==> src/rtl/baud_tick_if.sv <==
// baud_tick_if: control/status bundle for baud_tick_gen
//   master: drives en, restart, inc_load, inc_in; observes the tick outputs
//   slave : the generator side (receives control, drives os_tick, bit_tick,
//           baud_clk, div_clk)
interface baud_tick_if #(
    parameter int ACC_W   = 24,
    parameter int NUM_DIV = 3
);
    logic               en;
    logic               restart;
    logic               inc_load;
    logic [ACC_W-1:0]   inc_in;
    logic               os_tick;
    logic               bit_tick;
    logic               baud_clk;
    logic [NUM_DIV-1:0] div_clk;

    modport master (
        output en, restart, inc_load, inc_in,
        input  os_tick, bit_tick, baud_clk, div_clk
    );

    modport slave (
        input  en, restart, inc_load, inc_in,
        output os_tick, bit_tick, baud_clk, div_clk
    );
endinterface

==> src/rtl/baud_tick_gen.sv <==
// baud_tick_gen: fractional phase-accumulator baud generator
//   clk, rst (async, active-high)
//   bus.en       advance accumulator / oversample counter
//   bus.restart  realign phase (clear acc and os_cnt)
//   bus.inc_load capture bus.inc_in as the new phase increment
//   bus.os_tick  pulse at baud*OVERSAMPLE; bus.bit_tick pulse once per bit
//   bus.baud_clk high for the first half of each bit
//   bus.div_clk  free-running clk/2 .. clk/2^NUM_DIV
module baud_tick_gen #(
    parameter int          ACC_W       = 24,
    parameter int          OVERSAMPLE  = 16,
    parameter int          NUM_DIV     = 3,
    parameter int unsigned DEFAULT_INC = 25770
) (
    input logic       clk,
    input logic       rst,
    baud_tick_if.slave bus
);
    localparam int CW = $clog2(OVERSAMPLE);

    logic [ACC_W-1:0]   acc;
    logic [ACC_W-1:0]   inc_reg;
    logic [ACC_W:0]     sum;
    logic [CW-1:0]      os_cnt;
    logic [CW-1:0]      os_cnt_nx;
    logic [NUM_DIV-1:0] div_cnt;
    logic               os_tick;
    logic               baud_clk;
    logic               adv;

    // Carry out of the ACC_W+1 bit add is the raw oversample event.
    always_comb begin
        adv       = bus.en & ~bus.restart;
        sum       = {1'b0, acc} + {1'b0, inc_reg};
        os_cnt_nx = bus.restart ? '0 :
                    !os_tick ? os_cnt :
                    (os_cnt == CW'(OVERSAMPLE - 1)) ? '0 : os_cnt + 1'b1;
    end

    always_ff @(posedge clk or posedge rst) begin
        if (rst) begin
            acc      <= '0;
            inc_reg  <= ACC_W'(DEFAULT_INC);
            os_cnt   <= '0;
            os_tick  <= 1'b0;
            baud_clk <= 1'b0;
            div_cnt  <= '0;
        end else begin
            if (bus.inc_load)
                inc_reg <= bus.inc_in;
            if (bus.restart)
                acc <= '0;
            else if (bus.en)
                acc <= sum[ACC_W-1:0];
            os_tick  <= adv & sum[ACC_W];
            os_cnt   <= os_cnt_nx;
            // Registered from the next count so it lines up with os_cnt.
            baud_clk <= os_cnt_nx < CW'(OVERSAMPLE / 2);
            div_cnt  <= div_cnt + 1'b1;
        end
    end

    assign bus.os_tick  = os_tick;
    assign bus.bit_tick = os_tick & (os_cnt == CW'(OVERSAMPLE - 1));
    assign bus.baud_clk = baud_clk;
    assign bus.div_clk  = div_cnt;
endmodule
==> src/flat_wrapper.sv <==
// flat-port wrapper written by rule: the top's interface ports become plain ports
module baud_tick_gen_flat 
#(
    parameter int          ACC_W       = 24,
    parameter int          OVERSAMPLE  = 16,
    parameter int          NUM_DIV     = 3,
    parameter int unsigned DEFAULT_INC = 25770
)
  (clk, rst, bus_en, bus_restart, bus_inc_load, bus_inc_in, bus_os_tick, bus_bit_tick, bus_baud_clk, bus_div_clk);
  baud_tick_if #(.ACC_W(ACC_W), .NUM_DIV(NUM_DIV)) bus_i ();
  input logic clk;
  input logic rst;
  input wire logic [$bits(bus_i.en)-1:0] bus_en;
  input wire logic [$bits(bus_i.restart)-1:0] bus_restart;
  input wire logic [$bits(bus_i.inc_load)-1:0] bus_inc_load;
  input wire logic [$bits(bus_i.inc_in)-1:0] bus_inc_in;
  output wire logic [$bits(bus_i.os_tick)-1:0] bus_os_tick;
  output wire logic [$bits(bus_i.bit_tick)-1:0] bus_bit_tick;
  output wire logic [$bits(bus_i.baud_clk)-1:0] bus_baud_clk;
  output wire logic [$bits(bus_i.div_clk)-1:0] bus_div_clk;
  assign bus_i.en = bus_en;
  assign bus_i.restart = bus_restart;
  assign bus_i.inc_load = bus_inc_load;
  assign bus_i.inc_in = bus_inc_in;
  assign bus_os_tick = bus_i.os_tick;
  assign bus_bit_tick = bus_i.bit_tick;
  assign bus_baud_clk = bus_i.baud_clk;
  assign bus_div_clk = bus_i.div_clk;
  baud_tick_gen #(.ACC_W(ACC_W), .OVERSAMPLE(OVERSAMPLE), .NUM_DIV(NUM_DIV), .DEFAULT_INC(DEFAULT_INC)) u_core (.clk(clk), .rst(rst), .bus(bus_i));
endmodule
==> config.mk <==
export PLATFORM = sky130hd
export DESIGN_NAME = baud_tick_gen_flat
export DESIGN_NICKNAME = d
export VERILOG_FILES = /design/src/rtl/baud_tick_if.sv /design/src/rtl/baud_tick_gen.sv /design/src/flat_wrapper.sv
export SDC_FILE = /design/constraint.sdc
export NUM_CORES = 1
export LEC_CHECK = 0
export ABC_AREA = 1
export BUFFER_PORTS_ARGS = -buffer_cell sky130_fd_sc_hd__clkbuf_2
export CAP_MARGIN = 20
export CORE_ASPECT_RATIO = 0.75
export CORE_MARGIN = 1
export CORE_UTILIZATION = 50
export CTS_BUF_LIST = sky130_fd_sc_hd__clkbuf_2 sky130_fd_sc_hd__clkbuf_4 sky130_fd_sc_hd__clkbuf_8
export DETAILED_ROUTE_END_ITERATION = 16
export HOLD_SLACK_MARGIN = 0.02
export PLACE_DENSITY_LB_ADDON = 0.05
export SYNTH_ARGS = -nofsm -noshare
export SYNTH_HDL_FRONTEND = slang
export SYNTH_SLANG_ARGS = --single-unit
export TNS_END_PERCENT = 5
==> constraint.sdc <==
create_clock -name clk -period 2.1 [get_ports clk]
set_clock_uncertainty 0.05 [all_clocks]
set_input_delay 0.42 -clock clk [delete_from_list [all_inputs] [get_ports clk]]
set_output_delay 0.42 -clock clk [all_outputs]
set_load 0.01 [all_outputs]
# Word-level counts from Yosys, hierarchy flattened
# Index checks and enable logic that the tools add are counted.
# classes
n_lt_le_gt_ge	1
n_bitwise	4
eq_ne	1
n_mux	5
n_addsub	3
reduce_logical	1
# op_table
cell	count
two-way mux 24 bit	2
adder 24 x 24 -> 25 bit	1
two-way mux 4 bit	3
adder 4 x 1 -> 4 bit (second input constant)	1
equality test 4 bit (second input constant)	1
less-than comparator 4 bit (second input constant)	1
adder 3 x 1 -> 3 bit (second input constant)	1
bitwise AND 1 bit	3
nonzero test 2 bit	1
inverter 1 bit	1
# word_totals
reg_bits	57
inputBits	29
out_inout_bits	6
elab_cells	21

# Depth between registers and ports, before layout
# Gate-level depths: netlist (run 1).
# logic_depth
word_depth	5
ltp_mapped	13
mapped_depth_nobuf	13

# Worst setup path before layout (run 1)
# OpenSTA, ideal clock, no wires.
# synth_path
path_kind	reg-to-reg
start	reg u_core.inc_reg[0]
end	reg u_core.os_tick (netlist: u_core.bus.os_tick)
path_stages_with_launch	13
required_time_ns	1.937
period_less_slack_ns	1.769
path_slack_ns	0.331
arrival_ns	1.607
path_cell_list	dfrtp_1 -> ha_1 -> fa_1 -> nand3_1 -> nand3_2 -> inv_1 -> o21ai_2 -> nand2_1 -> nand2_1 -> nand2_1 -> nand2_1 -> nand2_1 -> inv_1
# synth_between
elab_chain_cells	2
# synth_lines
item	line_no	source
start, declared	baud_tick_gen.sv:22	logic [ACC_W-1:0] inc_reg;
start signal, assigned	baud_tick_gen.sv:43	inc_reg <= ACC_W'(DEFAULT_INC);
start signal, assigned	baud_tick_gen.sv:50	inc_reg <= bus.inc_in;
adder 24 x 24 -> 25 bit	baud_tick_gen.sv:34	sum = {1'b0, acc} + {1'b0, inc_reg};
bitwise AND 1 bit	baud_tick_gen.sv:55	os_tick <= adv & sum[ACC_W];
end signal, assigned	baud_tick_gen.sv:55	
end, declared	baud_tick_gen.sv:27	logic os_tick;
# No other way between the ends.
# A chain may end at the register's enable or synchronous reset.

# Final worst setup path (run 1)
# layout_path
start	reg u_core.inc_reg[10]
end	reg u_core.os_tick (netlist: u_core.bus.os_tick)
# Same word-level chain as after synthesis.

==> results.yml, run 1 <==
sta:
  maxSlewHeadroom_pct: 75.7
  setup-violations-final: 0
  period_share_pct: 91.3
  setup_repair_after_global_routing_missed_its_margin: "no"
  drv_slew: 0
  worst_pin_slew_ns: 0.365
  layout_min_cycle_time_ns: 1.92
  totalNegativeSetupSlack_ns: 0
  hold_viol: 0
  max_clock_freq_mhz: 521
cells_and_area:
  synthToLayoutAreaGrowth_pct: 13.8
  fraction_of_final_layout_cells_sized_beyond_drive_strength_1_pct: 19.4
  antenna-diode-count: 0
  finalNetCount: 632
  final_cell_count_no_fill: 682
worst_setup_path:
  timing.critical_path.arrival_ns: 2.10
  required_time_at_the_worst_slack_endpoint_ns: 2.29
  regToRegStartpoint: "u_core.inc_reg[10]"
  start_kind: "flip-flop"
  worst_r2r_endpoint: "u_core.bus.os_tick"
  worst-path-max-fanout: 6
  worstSetupPathType: "flip-flop to flip-flop"
  worst_setup_path_end_kind: "flip-flop"
  setup.reg_to_reg.worst_slack_ns: 0.18
  r2r.worst_path.cells: 11
  critical_path_origin: "u_core.inc_reg[10]"
drt:
  detail_route.iter0.violations: 219
  drt-wirelength-per-cell_um: 13.1
  drt_antenna_net_count: 0
  route.detailed.vias_per_inst: 5.06
  wl_mm: 8.92
  drt-pass1-iter-count: 6
  drc: 0
  via_count: 3449
logic_synthesis:
  synth_async_sr_flop_share_pct: 100
  synth_top_cell_area_share_pct: 32.3
  post_synthesis_area_per_instance_um2: 7.27
  synthDistinctLibCells: 32
  post_synth_most_frequent_cells: "195 x nand2_1, 79 x inv_1, 50 x dfrtp_1, 34 x nand3_1, 29 x nor2_1"
  synth.top_cells.by_area: "dfrtp_1 32%, nand2_1 19%, ha_1 8.4%"
  yosysSeqAreaShare_pct: 37.1
  synthSimpleGateAreaFrac_pct: 31.1
  synth_largest_area_cell: "dfrtp_1"
  synth_edf_count: 0
  synth_top_family_by_area: "simple AND/OR/NAND/NOR gates"
  synth.area.mux_share_pct: 6.98
  synth_adder_area_share_pct: 8.92
  synth_compound_area_share_pct: 6.37
  yosys_warnings: 0
  post_synth_xor_area_fraction_pct: 0.452
  netlist_area_before_placement_um2: 3870
  ys.flop_type: "dfrtp_1"
  syn_nets: 589
  synthesis_stage_register_bit_count: 57
  post_synth_inst_count: 533
  post-synth-top-count-cell: "nand2_1"
pwr:
  power.internal_mw: 2.23
  swShare_pct: 37.1
  seq_power_share_pct: 36.9
  maximum_resistive_drop_on_vdd_uv: 404
  comb_pwr_share_pct: 34.3
  p_per_area_nw_per_um2: 806
  netSwitchingPower_mw: 1.32
  static-leakage-power_nw: 2.45
  clock_power_share_pct: 28.8
placement:
  place_congestion: 0.945
  place.detailed.hpwl_mm: 6.88
  io_buffer_count: 34
  placedCellCount: 666
outcome:
  outcome: "finished clean"
floorplanning:
  core_area_um2: 7430
  floorplan.die.width_um: 104
  start_util_pct: 52.1
  die_height_um: 78.2
  die-area_um2: 8100
  num_rows: 27
  floorplan.io_pins: 35
global_routing:
  grt_start_max_net_pins: 58
  overflow: 0
  grt_pass1_vias: 3347
  track_usage_pct: 25.0
  grt_antenna_before_repair: 0
  grt_pass1_wl_mm: 15.9
clock_network:
  cts_post_setup_buffers_inserted: 0
  clock_tree.htree_level_count: 3
  path_clk_slew_ns: 0.07
  cts_root_buffer: "clkbuf_8"
  cts_num_sinks: 57
  clock_insertion_delay_at_the_later_pin_of_the_skew_report_ns: 0.34
  clock_path_buffers: 2
  cts_tree: "built"
  tritoncts_buffer_count: 9
hold_path:
  hold_path.class: "input port to async pin"
run:
  timing.max_cap.violations: 0
==> power groups by stage <==
stage	clock network [mW]	logic, mW	registers (mW)
2_1_floorplan	0	0.920	1.31
3_3_place_gp	0	1.18	1.32
3_5_place_dp	0	1.19	1.33
4_1_cts	1.06	1.20	1.31
5_1_grt	1.10	1.39	1.33
6_report	1.02	1.22	1.31
==> worst max path at each step <==
stage	end	slack, ns	depth (start not counted)
final	u_core.bus.os_tick	0.18	11
after global routing	u_core.acc[23]	0.003	10
after CTS	u_core.bus.os_tick	0.12	12
after detailed placement	u_core.bus.os_tick	0.13	12
after global placement	u_core.bus.os_tick	0.17	12
after floorplan	u_core.acc[0]	0.24	1
==> cell type report <==
class,instances,area (um^2)
sequential,57,1440
inverter,86,323
timing repair buffer,38,225
clock buffer,10,138
clock inverter,6,57.6
fill,723,3030
multi-input combinational,384,2100
tap,101,126
==> cell families (layout without fill, tap and decap cells) <==
group	count (synthesis)	after routing
flops	57	57
xor+xnor	2	2
simple gates	287	287
mux	24	24
fa+ha+maj	27	27
buf+inv	92	140
compound gates	44	44
==> layout by cell type, fill, tap and decap left out, drive strengths merged, types with 18 or more instances in the layout <==
master / netlist / final
nand2: 200 / 200
nor2: 38 / 38
clkbuf: 3 / 44
inv: 85 / 85
o21ai: 18 / 18
mux2: 24 / 24
ha: 26 / 26
a21oi: 21 / 21
nand3: 35 / 35
dfrtp: 50 / 50
==> stage by stage <==
step / area (um^2) / utilization, % / hold WS, ns / worst slack [ns] / power (mW)
2_1_floorplan: 3870 / - / 0.403 / 0.242 / 2.23
3_3_place_gp: 4200 / 56.4 / 0.394 / 0.173 / 2.50
3_5_place_dp: 4200 / 56.4 / 0.396 / 0.133 / 2.52
4_1_cts: 4390 / 59.1 / 0.0651 / 0.124 / 3.57
5_1_grt: 4410 / 59.3 / 0.0808 / 0.00322 / 3.82
6_report: 4410 / 59.3 / 0.0587 / 0.182 / 3.55
==> critical path, stage by stage, from the launching register on <==
cell	delay, ns
dfstp_2	0.53
ha_1	0.30
nand2_2	0.18
inv_2	0.07
a21oi_4	0.21
nor2_1	0.06
nor2_1	0.12
nand2_1	0.09
nand2_1	0.06
nand2_1	0.05
nand2_1	0.06
inv_1	0.04
==> what timing repair did <==
item	CTS	global route
hold buffers	0	0
endpoints found under the hold margin	0	0
resized for setup	0	4
setup endpoints to repair	0	4
==> layer usage <==
| layer | global-route usage [%] | wire length [um] | share of wire, % | vias to the layer above |
|---|---|---|---|---|
| li1 | - | - | - | 1772 |
| met1 | 35.5 | 4500 | 50 | 1579 |
| met2 | 38.9 | 3810 | 43 | 87 |
| met3 | 4.40 | 496 | 5.6 | 11 |
| met4 | 7.97 | 115 | 1.3 | 0 |
| met5 | 0 | 0 | 0 | - |
No activity file was read; power rests on OpenSTA's default activity.
==> inputs of run 2 (changes only) <==
==> constraint.sdc (replaced) <==
create_clock -name clk -period 2.2 [get_ports clk]
set_clock_uncertainty 0.05 [all_clocks]
set_input_delay 0.44 -clock clk [delete_from_list [all_inputs] [get_ports clk]]
set_output_delay 0.44 -clock clk [all_outputs]
set_load 0.01 [all_outputs]
==> run 2 against run 1 <==
Sequential share of layout area down 0.12 points. Non-clock buffer count up 2. Sequential cell count unchanged. Final area up 0.37%. Worst setup slack better by 0.024 ns. Wire length up 1.7%. Critical endpoint is now u_core.acc[16]. Largest cell class unchanged. Highest routed layer unchanged.
==> results.yml, run 2 (synthesis results as in run 1) <==
outcome:
  outcome: "finished clean"
worst_setup_path:
  required_time_at_the_worst_slack_endpoint_ns: 2.43
  start_kind: "flip-flop"
  timing.critical_path.arrival_ns: 2.22
  timing.critical_path.slowest_stage_cell: "fa_1"
  timing.critical_path.max_delay_family: "adder cells"
  worst_setup_path_end_kind: "flip-flop"
  worstSetupPathType: "flip-flop to flip-flop"
  critPathBufInv: 1
  worst-path-max-fanout: 4
  cp_cell_sequence: "ha_1 > fa_1 > nand3_1 > nand3_2 > inv_1 > o21ai_2 > nand2_1 > nand2_1 > nand2_1 > nand3_1 > nand2_1"
  crit_top_cell: "nand2_1"
  crit_path_max_incr_delay_ns: 0.42
cells_and_area:
  finalNetCount: 634
  antenna-diode-count: 0
  final_core_util_pct: 59.5
  synthToLayoutAreaGrowth_pct: 14.2
  layout_commonest_cell: "nand2_1"
  mostFrequentLayoutCells: "195 x nand2_1, 78 x inv_1, 50 x dfrtp_1"
  fraction_of_final_layout_cells_sized_beyond_drive_strength_1_pct: 19.0
sta:
  maxSlewHeadroom_pct: 76.8
  drv_slew: 0
  worst_pin_slew_ns: 0.347
  setup-violations-final: 0
  totalNegativeSetupSlack_ns: 0
  max_clock_freq_mhz: 502
  setup_repair_after_global_routing_missed_its_margin: "no"
  period_share_pct: 90.6
  layout_min_cycle_time_ns: 1.99
  hold_viol: 0
run:
  timing.max_cap.violations: 0
drt:
  drc: 0
  drt-pass1-iter-count: 5
  drt-wirelength-per-cell_um: 13.3
  via_count: 3450
  route.detailed.vias_per_inst: 5.04
  detail_route.iter0.violations: 189
  wl_mm: 9.08
  drt_antenna_net_count: 0
pwr:
  maximum_resistive_drop_on_vdd_uv: 484
  p_per_area_nw_per_um2: 789
  static-leakage-power_nw: 2.47
  post-layout-total-power_mw: 3.49
clock_network:
  clock_tree.htree_level_count: 3
  cts_root_buffer: "clkbuf_8"
  path_clk_slew_ns: 0.07
  clock_insertion_delay_at_the_later_pin_of_the_skew_report_ns: 0.34
  tritoncts_buffer_count: 9
  cts_tree: "built"
  cts_num_sinks: 57
  cts_post_setup_buffers_inserted: 0
  clock_path_buffers: 2
global_routing:
  track_usage_pct: 24.6
  grt_pass1_wl_mm: 15.8
  grt_pass1_vias: 3359
  grt_start_max_net_pins: 26
  overflow: 0
  grt_antenna_before_repair: 0
floorplanning:
  start_util_pct: 52.1
  floorplan.die.width_um: 104
  die-area_um2: 8100
  core_area_um2: 7430
  num_rows: 27
  floorplan.io_pins: 35
  die_height_um: 78.2
placement:
  place.detailed.hpwl_mm: 6.99
  io_buffer_count: 34
  place_congestion: 0.947
hold_path:
  hold_path.class: "input port to flip-flop"
[run 2: cell count changes in the layout (fill, tap and decap cells not counted), sizes merged]
cell | previous run | this run
dlygate4sd3 | 0 | 1
clkinv | 5 | 2
clkinvlp | 1 | 0
buf | 4 | 5
clkbuf | 44 | 48
[run 2: metal layers]
layer / vias to the layer above / part of all wire [%] / GRT usage, %
li1: 1770 / - / -
met1: 1575 / 51 / 35.8
met2: 95 / 42 / 37.7
met3: 10 / 5.2 / 4.32
met4: 0 / 1.0 / 7.10
met5: - / 0 / 0
[run 2: worst reg2reg max path, delay by kind of cell, from the launching register on]
family	cells	cell delay, ns
compound gates	1	0.09
fa+ha+maj	2	0.66
buf+inv	1	0.11
simple gates	7	0.65
flops	1	0.38
[run 2: layout make-up]
| class | count | area, um^2 |
|---|---|---|
| well taps | 101 | 126 |
| multi-input cells | 384 | 2090 |
| clock inverters | 2 | 35.0 |
| inverters | 86 | 323 |
| clock buffers | 14 | 186 |
| flip-flops and latches | 57 | 1440 |
| repair buffers | 40 | 230 |
| fillers | 737 | 3010 |
[run 2: worst paths after layout]
path | from | end | slack [ns] | cells after the start
max | u_core.inc_reg[0] | u_core.acc[16] | 0.21 | 11
min reg2reg | u_core.bus.div_clk[0] | u_core.bus.div_clk[0] | 0.41 | 1
min | bus_inc_in[18] | u_core.inc_reg[18] | 0.28 | 2
max reg2reg | u_core.inc_reg[0] | u_core.acc[16] | 0.21 | 11
max in group asynchronous | rst | u_core.inc_reg[14] | 0.86 | 4
min in group asynchronous | rst | u_core.inc_reg[4] | 0.55 | 3
[run 2: report_power, final]
part / switching, mW / total (mW) / leakage [nW] / internal, mW
combinational: 0.751 / 1.16 / 1.65 / 0.406
clock: 0.425 / 1.08 / 0.116 / 0.658
sequential: 0.0744 / 1.25 / 0.707 / 1.18
[run 2: through the flow]
| step | hold WS, ns | cell area [um^2] | instances | setup WS, ns |
|---|---|---|---|---|
| 2_1_floorplan | 0.403 | 3870 | 533 | 0.322 |
| 5_1_grt | 0.275 | 4420 | 684 | 0.0358 |
| 3_3_place_gp | 0.341 | 4190 | 667 | 0.279 |
| 3_5_place_dp | 0.356 | 4190 | 667 | 0.232 |
| 6_report | 0.275 | 4420 | 684 | 0.207 |
| 4_1_cts | 0.265 | 4420 | 684 | 0.219 |
[run 2: timing repair]
action | in CTS | in global routing
endpoints found under the hold margin | 9 | 0
resized for setup | 0 | 0
hold buffers | 1 | 0
